--- src/rtl/comparatore_seq.sv ---
// comparatore_seq: captures NUM_CH unsigned operands in one handshake, scans
// them one per cycle, and reports the max or min with its channel index plus
// strict-ascending and all-equal flags.
module comparatore_seq #(
    parameter int unsigned WIDTH  = 3,
    parameter int unsigned NUM_CH = 3,
    localparam int unsigned IDXW  = $clog2(NUM_CH)
) (
    input  logic                    clk,
    input  logic                    rst_n,
    input  logic                    in_valid,
    output logic                    in_ready,
    input  logic [NUM_CH*WIDTH-1:0] in_data,
    input  logic                    in_mode,
    output logic                    out_valid,
    input  logic                    out_ready,
    output logic [WIDTH-1:0]        out_value,
    output logic [IDXW-1:0]         out_index,
    output logic                    out_ascending,
    output logic                    out_equal
);

    typedef enum logic [1:0] {
        IDLE = 2'd0,
        SCAN = 2'd1,
        DONE = 2'd2
    } state_t;

    localparam logic [IDXW-1:0] LAST_PTR = IDXW'(NUM_CH - 1);

    state_t                  state;
    logic [NUM_CH*WIDTH-1:0] data_q;
    logic                    mode_q;
    logic [WIDTH-1:0]        best;
    logic [IDXW-1:0]         idx;
    logic                    asc;
    logic                    eq;
    logic [IDXW-1:0]         ptr;
    logic                    fin;

    logic [WIDTH-1:0]        cur_x;
    logic [WIDTH-1:0]        prev_x;
    logic [WIDTH-1:0]        ch0_x;
    logic                    take;

    // Ready only while idle and out of reset; forced low during reset.
    assign in_ready = rst_n && (state == IDLE);

    // Operand taps for the scan pointer and its predecessor.
    always_comb begin
        int unsigned base_cur;
        int unsigned base_prev;
        base_cur  = 32'(ptr) * WIDTH;
        base_prev = (ptr == '0) ? 32'd0 : (32'(ptr) - 32'd1) * WIDTH;
        cur_x     = data_q[base_cur  +: WIDTH];
        prev_x    = data_q[base_prev +: WIDTH];
        ch0_x     = data_q[WIDTH-1:0];
        take      = mode_q ? (cur_x < best) : (cur_x > best);
    end

    // FSM: capture, scan one channel per cycle, then present and hold the result.
    always_ff @(posedge clk) begin
        if (!rst_n) begin
            state         <= IDLE;
            out_valid     <= 1'b0;
            out_value     <= '0;
            out_index     <= '0;
            out_ascending <= 1'b0;
            out_equal     <= 1'b0;
            data_q        <= '0;
            mode_q        <= 1'b0;
            best          <= '0;
            idx           <= '0;
            asc           <= 1'b0;
            eq            <= 1'b0;
            ptr           <= '0;
            fin           <= 1'b0;
        end else begin
            case (state)
                IDLE: begin
                    if (in_valid) begin
                        data_q <= in_data;
                        mode_q <= in_mode;
                        best   <= in_data[WIDTH-1:0];
                        idx    <= '0;
                        asc    <= 1'b1;
                        eq     <= 1'b1;
                        ptr    <= IDXW'(1);
                        fin    <= 1'b0;
                        state  <= SCAN;
                    end
                end
                SCAN: begin
                    if (fin) begin
                        // Final edge of the scan publishes the accumulated result.
                        out_value     <= best;
                        out_index     <= idx;
                        out_ascending <= asc;
                        out_equal     <= eq;
                        out_valid     <= 1'b1;
                        state         <= DONE;
                    end else begin
                        if (take) begin
                            best <= cur_x;
                            idx  <= ptr;
                        end
                        asc <= asc && (cur_x > prev_x);
                        eq  <= eq && (cur_x == ch0_x);
                        if (ptr == LAST_PTR) begin
                            fin <= 1'b1;
                        end else begin
                            ptr <= ptr + IDXW'(1);
                        end
                    end
                end
                DONE: begin
                    if (out_ready) begin
                        out_valid <= 1'b0;
                        state     <= IDLE;
                    end
                end
                default: begin
                    state <= IDLE;
                end
            endcase
        end
    end

endmodule

--- config.mk ---
export PLATFORM = sky130hd
export DESIGN_NAME = comparatore_seq
export DESIGN_NICKNAME = d
export VERILOG_FILES = /design/src/rtl/comparatore_seq.sv
export SDC_FILE = /design/constraint.sdc
export NUM_CORES = 1
export LEC_CHECK = 0
export CORE_UTILIZATION = 30
export DETAILED_ROUTE_END_ITERATION = 10
export GPL_TIMING_DRIVEN = 1
export PLACE_DENSITY = 0.57
export SLEW_MARGIN = 10
export SYNTH_ARGS = -nofsm -noshare
export SYNTH_HDL_FRONTEND = slang
export SYNTH_SLANG_ARGS = --single-unit
--- constraint.sdc ---
create_clock -name clk -period 2.8 [get_ports clk]
set_input_delay 0.28 -clock clk [delete_from_list [all_inputs] [get_ports clk]]
set_output_delay 0.28 -clock clk [all_outputs]
set_load 0.02 [all_outputs]
== Word-level counts from Yosys, hierarchy flattened ==
Cells that the tools add are included.
Word-level totals
  flip-flop bits (word level): 30
  input port bits: 14
  output and inout bits: 9
  word-level logic and storage cells: 77
Cells by class
  $add $sub $neg: 2
  multipliers: 2
  magnitude comparators: 3
  equality and inequality tests: 10
  shifts and indexed selects: 2
  muxes and demuxes: 29
  reductions and logical operators: 15
Operator list (number)
  variable part select 9 x 33 -> 3 bit: 1
  two-way mux 32 bit: 1
  two-way mux 2 bit: 8
  inequality test 2 bit (second input constant): 6
  two-way mux 1 bit: 9
  two-way mux 3 bit: 3
  AND reduction 3 bit: 3
  variable part select 9 x 5 -> 3 bit: 1
  case mux 1 bit (2 select lines): 4
  case mux 2 bit (2 select lines): 2
  AND reduction 4 bit: 2
  > comparator 3 bit: 2
  multiplier 3 x 3 -> 6 bit (second input constant): 1
  case mux 2 bit (3 select lines): 1
  case mux 3 bit (2 select lines): 1
  AND reduction 2 bit: 3
  equality test 2 bit (second input constant): 2
  logical NOT 2 bit: 2
  multiplier 2 x 2 -> 4 bit (second input constant): 1
  nonzero test 2 bit: 2
  equality test 3 bit: 1
  logical AND 1 bit: 3
  less-than comparator 3 bit: 1
  subtractor 2 x 1 -> 3 bit (second input constant): 1
  2 further kinds: 2

== Logic depth before layout (Yosys ltp) ==
  depth after elaboration: 8
  depth in mapped cells: 12
  gate-level depth less buffers: 11

== Worst setup path after synthesis ==
Ideal clock, no wire load.
  path type: reg2reg
  from: reg ptr[0]
  to: reg asc
  library setup time: 125 ps
  arrival time: 2688 ps
  data required time: 2675 ps
  slack: -13 ps
  stages on the path, launching flop included: 13
  buffers on the path: 1
  clock period less this slack: 2813 ps
  cell sequence: dfxtp_1 > buf_6 > inv_1 > ha_1 > xnor2_1 > nor2_2 > mux4_2 > mux2i_1 > ha_1 > nor2b_1 > o21a_1 > o21ai_0 > a31oi_1
On the way
  cells in the longest elaborated chain, start to end: 8
  elaborated cells on any way between the ends: 11
  those cells by class: 1 x add/sub; 2 x mul; 1 x order compare; 2 x shift; 3 x mux; 2 x reduce/logical
RTL lines
  start: declaration: RTL line 38  | logic [IDXW-1:0] ptr;
  start signal: assignment: RTL line 112  | ptr <= ptr + IDXW'(1);
  subtractor 2 x 1 -> 3 bit: RTL line 54  | base_prev = (ptr == '0) ? 32'd0 : (32'(ptr) - 32'd1) * WIDTH;
  multiplier 3 x 3 -> 6 bit: RTL line 54
  two-way mux 32 bit: RTL line 54
  variable part select 9 x 33 -> 3 bit: RTL line 56  | prev_x = data_q[base_prev +: WIDTH];
  > comparator 3 bit (*): RTL line 107  | asc <= asc && (cur_x > prev_x);
  logical AND 1 bit (*): RTL line 107
  two-way mux 1 bit (*): RTL line 94  | if (fin) begin
  case mux 1 bit (2 select lines) (*): RTL line 79  | case (state)
  end signal: assignment: RTL line 107
  end: declaration: RTL line 36  | logic asc;
Mark *: on every way between the ends. The rest lies on a longest branch, timed or not. The select of a mux whose other input is x is not followed.
A chain may end at the register's enable or synchronous reset.

== Final worst setup path ==
  from: reg ptr[1]
  to: reg best[1]
On the way
  cells in the longest elaborated chain, start to end: 6
  elaborated cells on any way between the ends: 10
  those cells by class: 1 x mul; 2 x order compare; 1 x eq/ne; 1 x shift; 4 x mux; 1 x reduce/logical
RTL lines
  multiplier 2 x 2 -> 4 bit (*): RTL line 53  | base_cur = 32'(ptr) * WIDTH;
  variable part select 9 x 5 -> 3 bit (*): RTL line 55  | cur_x = data_q[base_cur +: WIDTH];
  > comparator 3 bit / less-than comparator 3 bit (equally long branches): RTL line 58  | take = mode_q ? (cur_x < best) : (cur_x > best);
  two-way mux 1 bit: RTL line 58
  inequality test 2 bit (no line)
  AND reduction 4 bit (no line)
  end signal: assignment: RTL line 84  | best <= in_data[WIDTH-1:0];
  end signal: assignment: RTL line 104  | best <= cur_x;
  end: declaration: RTL line 34  | logic [WIDTH-1:0] best;
Marks and branches as above.

==> reports/results.md <==
• finished clean — outcome
• 52.2% — tightest slew margin relative to the limit
• 104 — DRC marker count from the first detailed-route iteration
• 39.1% — post-route core utilization
• 0 — # Max-Cap Violations
• 1422 — number of global-route vias before repair
• 0.00488 ns — clock skew after layout
• 0.774 mW — internal power component
• 297 — placed insts
• sky130_fd_sc_hd__nand2_1 — most frequent standard cell in the layout excluding fill and tap cells
• 14.2% — fraction of layout instances using a drive strength above 1
• 13.5 microns — routed len/inst
• 2.66 ns — minimum clock period after layout
• 0 — number of antenna violations at the first check in global routing
• 0.103 ns — Placement Setup Slack
• flop — crit end category
• 2110 sq um — Post-Place Cell Area
• 19.7% — global-route track usage on met1
• 4.12 mm — wire length reported by the detailed router
• 22.9% — Logic pwr share
• 23 — largest net degree at the start of global routing
• 42 — count of distinct cell types in the synthesized netlist
• 0 — final number of setup-violating endpoints
• 0 ns — final total negative setup slack
• 0.716 ns — slew of the pin with the lowest slew margin
• 23 — I/O pin count
• 0 — count of antenna-violating nets left after detailed routing
• 256 — count of nets after finishing
• 0.866 — final weighted congestion in routability-driven placement
• 79.6 microns — horizontal die dimension
• 11 — maximum net fanout on the critical path
• 0 — total of hold buffers inserted after clock tree synthesis
• 8.73 sq um — mean cell area of the mapped netlist
• 5640 sq um — area of the placeable core
• 0.455 ns — Fin Hold WS
• sky130_fd_sc_hd__nand2_1, sky130_fd_sc_hd__dfxtp_1, sky130_fd_sc_hd__clkdlybuf4s50_1 — highest-count cells in the layout ignoring fill and taps
• 0% — Synth async-reset ratio
• 0 — number of endpoints with negative hold slack in the final report
• 0.322 mW — Sw Pwr
• 6.75 mm — wire length of the first global-routing pass
• 0 — antenna cells
• 4 — 1st-pass router iterations
• 43.8% — portion of total power attributed to sequential cells
• 0.28 ns — clock network latency to the later pin of the worst-skew pair
• 79.6 microns — height of the die
• 13.9% — Global Route Usage Sum
• no — setup repair after global routing missed its margin
• flop — crit path launch type
• 0 — number of warning messages in the yosys log
• 3.07 mm — HPWL reported at the end of detailed placement
• 27 — std cell rows
• 33.3% — clock network fraction of design power
• 22.0% — Syn-to-layout area delta
• 30 — number of sinks handled by clock tree synthesis
• done — clock tree from TritonCTS
• 207 — Cells after Synth
• 5.08 — via count normalized by instance count
• 0 — aggregate global routing overflow
• 1549 — total vias in the final route
• 0.315 mV — worst ir drop on vdd
• 0.07 ns — clock-pin transition on the worst setup and hold timing paths
• 0 — number of max-slew violations in the final report
• 1.10 mW — post-layout power
• 0.139 ns — post-layout worst setup margin
• 3.02 ns — critical path data required time
• 497 nW/um^2 — power density of the placed cells
• 0 — EDFF count, synth
• 0 — DRC viols
• 6340 sq um — total die area
• 30 — total of flip-flops plus latches after synthesis
• 2 — number of H-tree branching levels
• 33.2% — proportion of synthesized chip area in sequential cells
• reg -> reg — worst hold path class
• sky130_fd_sc_hd__clkbuf_8 — CTS root buf
• 29.4% — net switching fraction of the power
• 22 — IO buf count
• 0.806 nW — static leakage
• met2 — most heavily used metal layer in global routing
• 32.0% — starting density of the core
• 231 — Synthesized Nets
• 3.20% — met3 Usage GRT
• 1810 sq um — cell area after synthesis
• 2.88 ns — Worst Path Arrival
• sky130_fd_sc_hd__dfxtp_1 — top flip-flop cell by instance count after synthesis
• 305 — Non-Filler Instances
• 2210 sq um — fin area
• 95.0% — crit share post-route
• reg -> reg — Setup CP Type
• 19.9% — met2 capacity usage during global routing
• 0.376 GHz — Highest Clock Rate
• 5 — cts bufs inserted
• 2 — CTS Buffer Depth
-- cell families after synthesis --
family                     after synthesis  synth area share [%]
adders and majority gates               10                  6.92
buffers and inverters                   22                  6.85
AOI/OAI and AO/OA                       55                  20.1
muxes                                   18                  13.6
xor gates and xnor gates                 1                 0.485
and+or+nand+nor                         71                  18.8
DFF                                     30                  33.2
-- repair_timing --
| action | CTS | global route |
|---|---|---|
| setup endpoints to repair | 0 | 6 |
| buffers inserted | 0 | 0 |
| gates resized for setup | 0 | 1 |
-- Yosys cell counts, types with 5 or more instances --
master / instances / share of area (%)
sky130_fd_sc_hd__nand2_1: 35 / 7.3
sky130_fd_sc_hd__dfxtp_1: 30 / 33
sky130_fd_sc_hd__a21oi_1: 20 / 5.5
sky130_fd_sc_hd__mux2i_1: 11 / 6.1
sky130_fd_sc_hd__ha_1: 10 / 6.9
sky130_fd_sc_hd__o21ai_0: 10 / 2.8
sky130_fd_sc_hd__inv_1: 9 / 1.9
sky130_fd_sc_hd__nor2_1: 9 / 1.9
sky130_fd_sc_hd__nand3_1: 8 / 2.2
sky130_fd_sc_hd__clkbuf_1: 7 / 1.5
sky130_fd_sc_hd__mux4_2: 5 / 6.2
sky130_fd_sc_hd__nand2b_1: 5 / 1.7
sky130_fd_sc_hd__nor2b_1: 5 / 1.7
-- worst max-delay path, stage by stage, from the launching register on --
cell	delay (ns)
sky130_fd_sc_hd__dfxtp_2	0.34
sky130_fd_sc_hd__buf_12	0.14
sky130_fd_sc_hd__nor2b_1	0.28
sky130_fd_sc_hd__o2bb2ai_1	0.24
sky130_fd_sc_hd__ha_1	0.32
sky130_fd_sc_hd__and3b_1	0.18
sky130_fd_sc_hd__or3b_4	0.40
sky130_fd_sc_hd__a311oi_4	0.45
sky130_fd_sc_hd__mux2i_1	0.23
-- power by group through the flow --
stage	Clock, mW	Sequential (mW)	Combinational (mW)
after floorplan	0	0.478	0.188
final	0.365	0.480	0.251
after global routing	0.401	0.483	0.279
after global placement	0	0.489	0.248
after detailed placement	0	0.489	0.251
after CTS	0.378	0.479	0.252
-- flip-flops by register name, summed over array words and instances (netlist names) --
register	flops
data_q	9
best	3
out_value	3
idx	2
out_index	2
ptr	2
state	2
asc	1
eq	1
fin	1
mode_q	1
out_ascending	1
out_equal	1
out_valid	1
-- final timing paths --
path | startpoint | endpoint | slack, ns | depth (start not counted)
setup / recovery | ptr[1]$_SDFFE_PN0P_ | best[1]$_SDFFE_PN0P_ | 0.14 | 8
hold / removal | out_ascending$_SDFFE_PN0P_ | out_ascending$_SDFFE_PN0P_ | 0.46 | 2
setup reg to reg | ptr[1]$_SDFFE_PN0P_ | best[1]$_SDFFE_PN0P_ | 0.14 | 8
hold reg to reg | out_ascending$_SDFFE_PN0P_ | out_ascending$_SDFFE_PN0P_ | 0.46 | 2
-- routing by layer --
layer	up-vias	wire length (microns)
met2	32	1830
met3	5	153
met4	0	35
met5	-	0
met1	726	2100
li1	786	-
-- area by class of cell --
| class | count | area [sq um] |
|---|---|---|
| inverter | 9 | 33.8 |
| clock inverter | 2 | 12.5 |
| tap | 72 | 90.1 |
| sequential | 30 | 603 |
| multi-input combinational | 155 | 1080 |
| clock buffer | 6 | 82.6 |
| timing repair buffer | 31 | 300 |
| fill | 571 | 3440 |
Note: power is estimated with default switching activity, not from simulation.
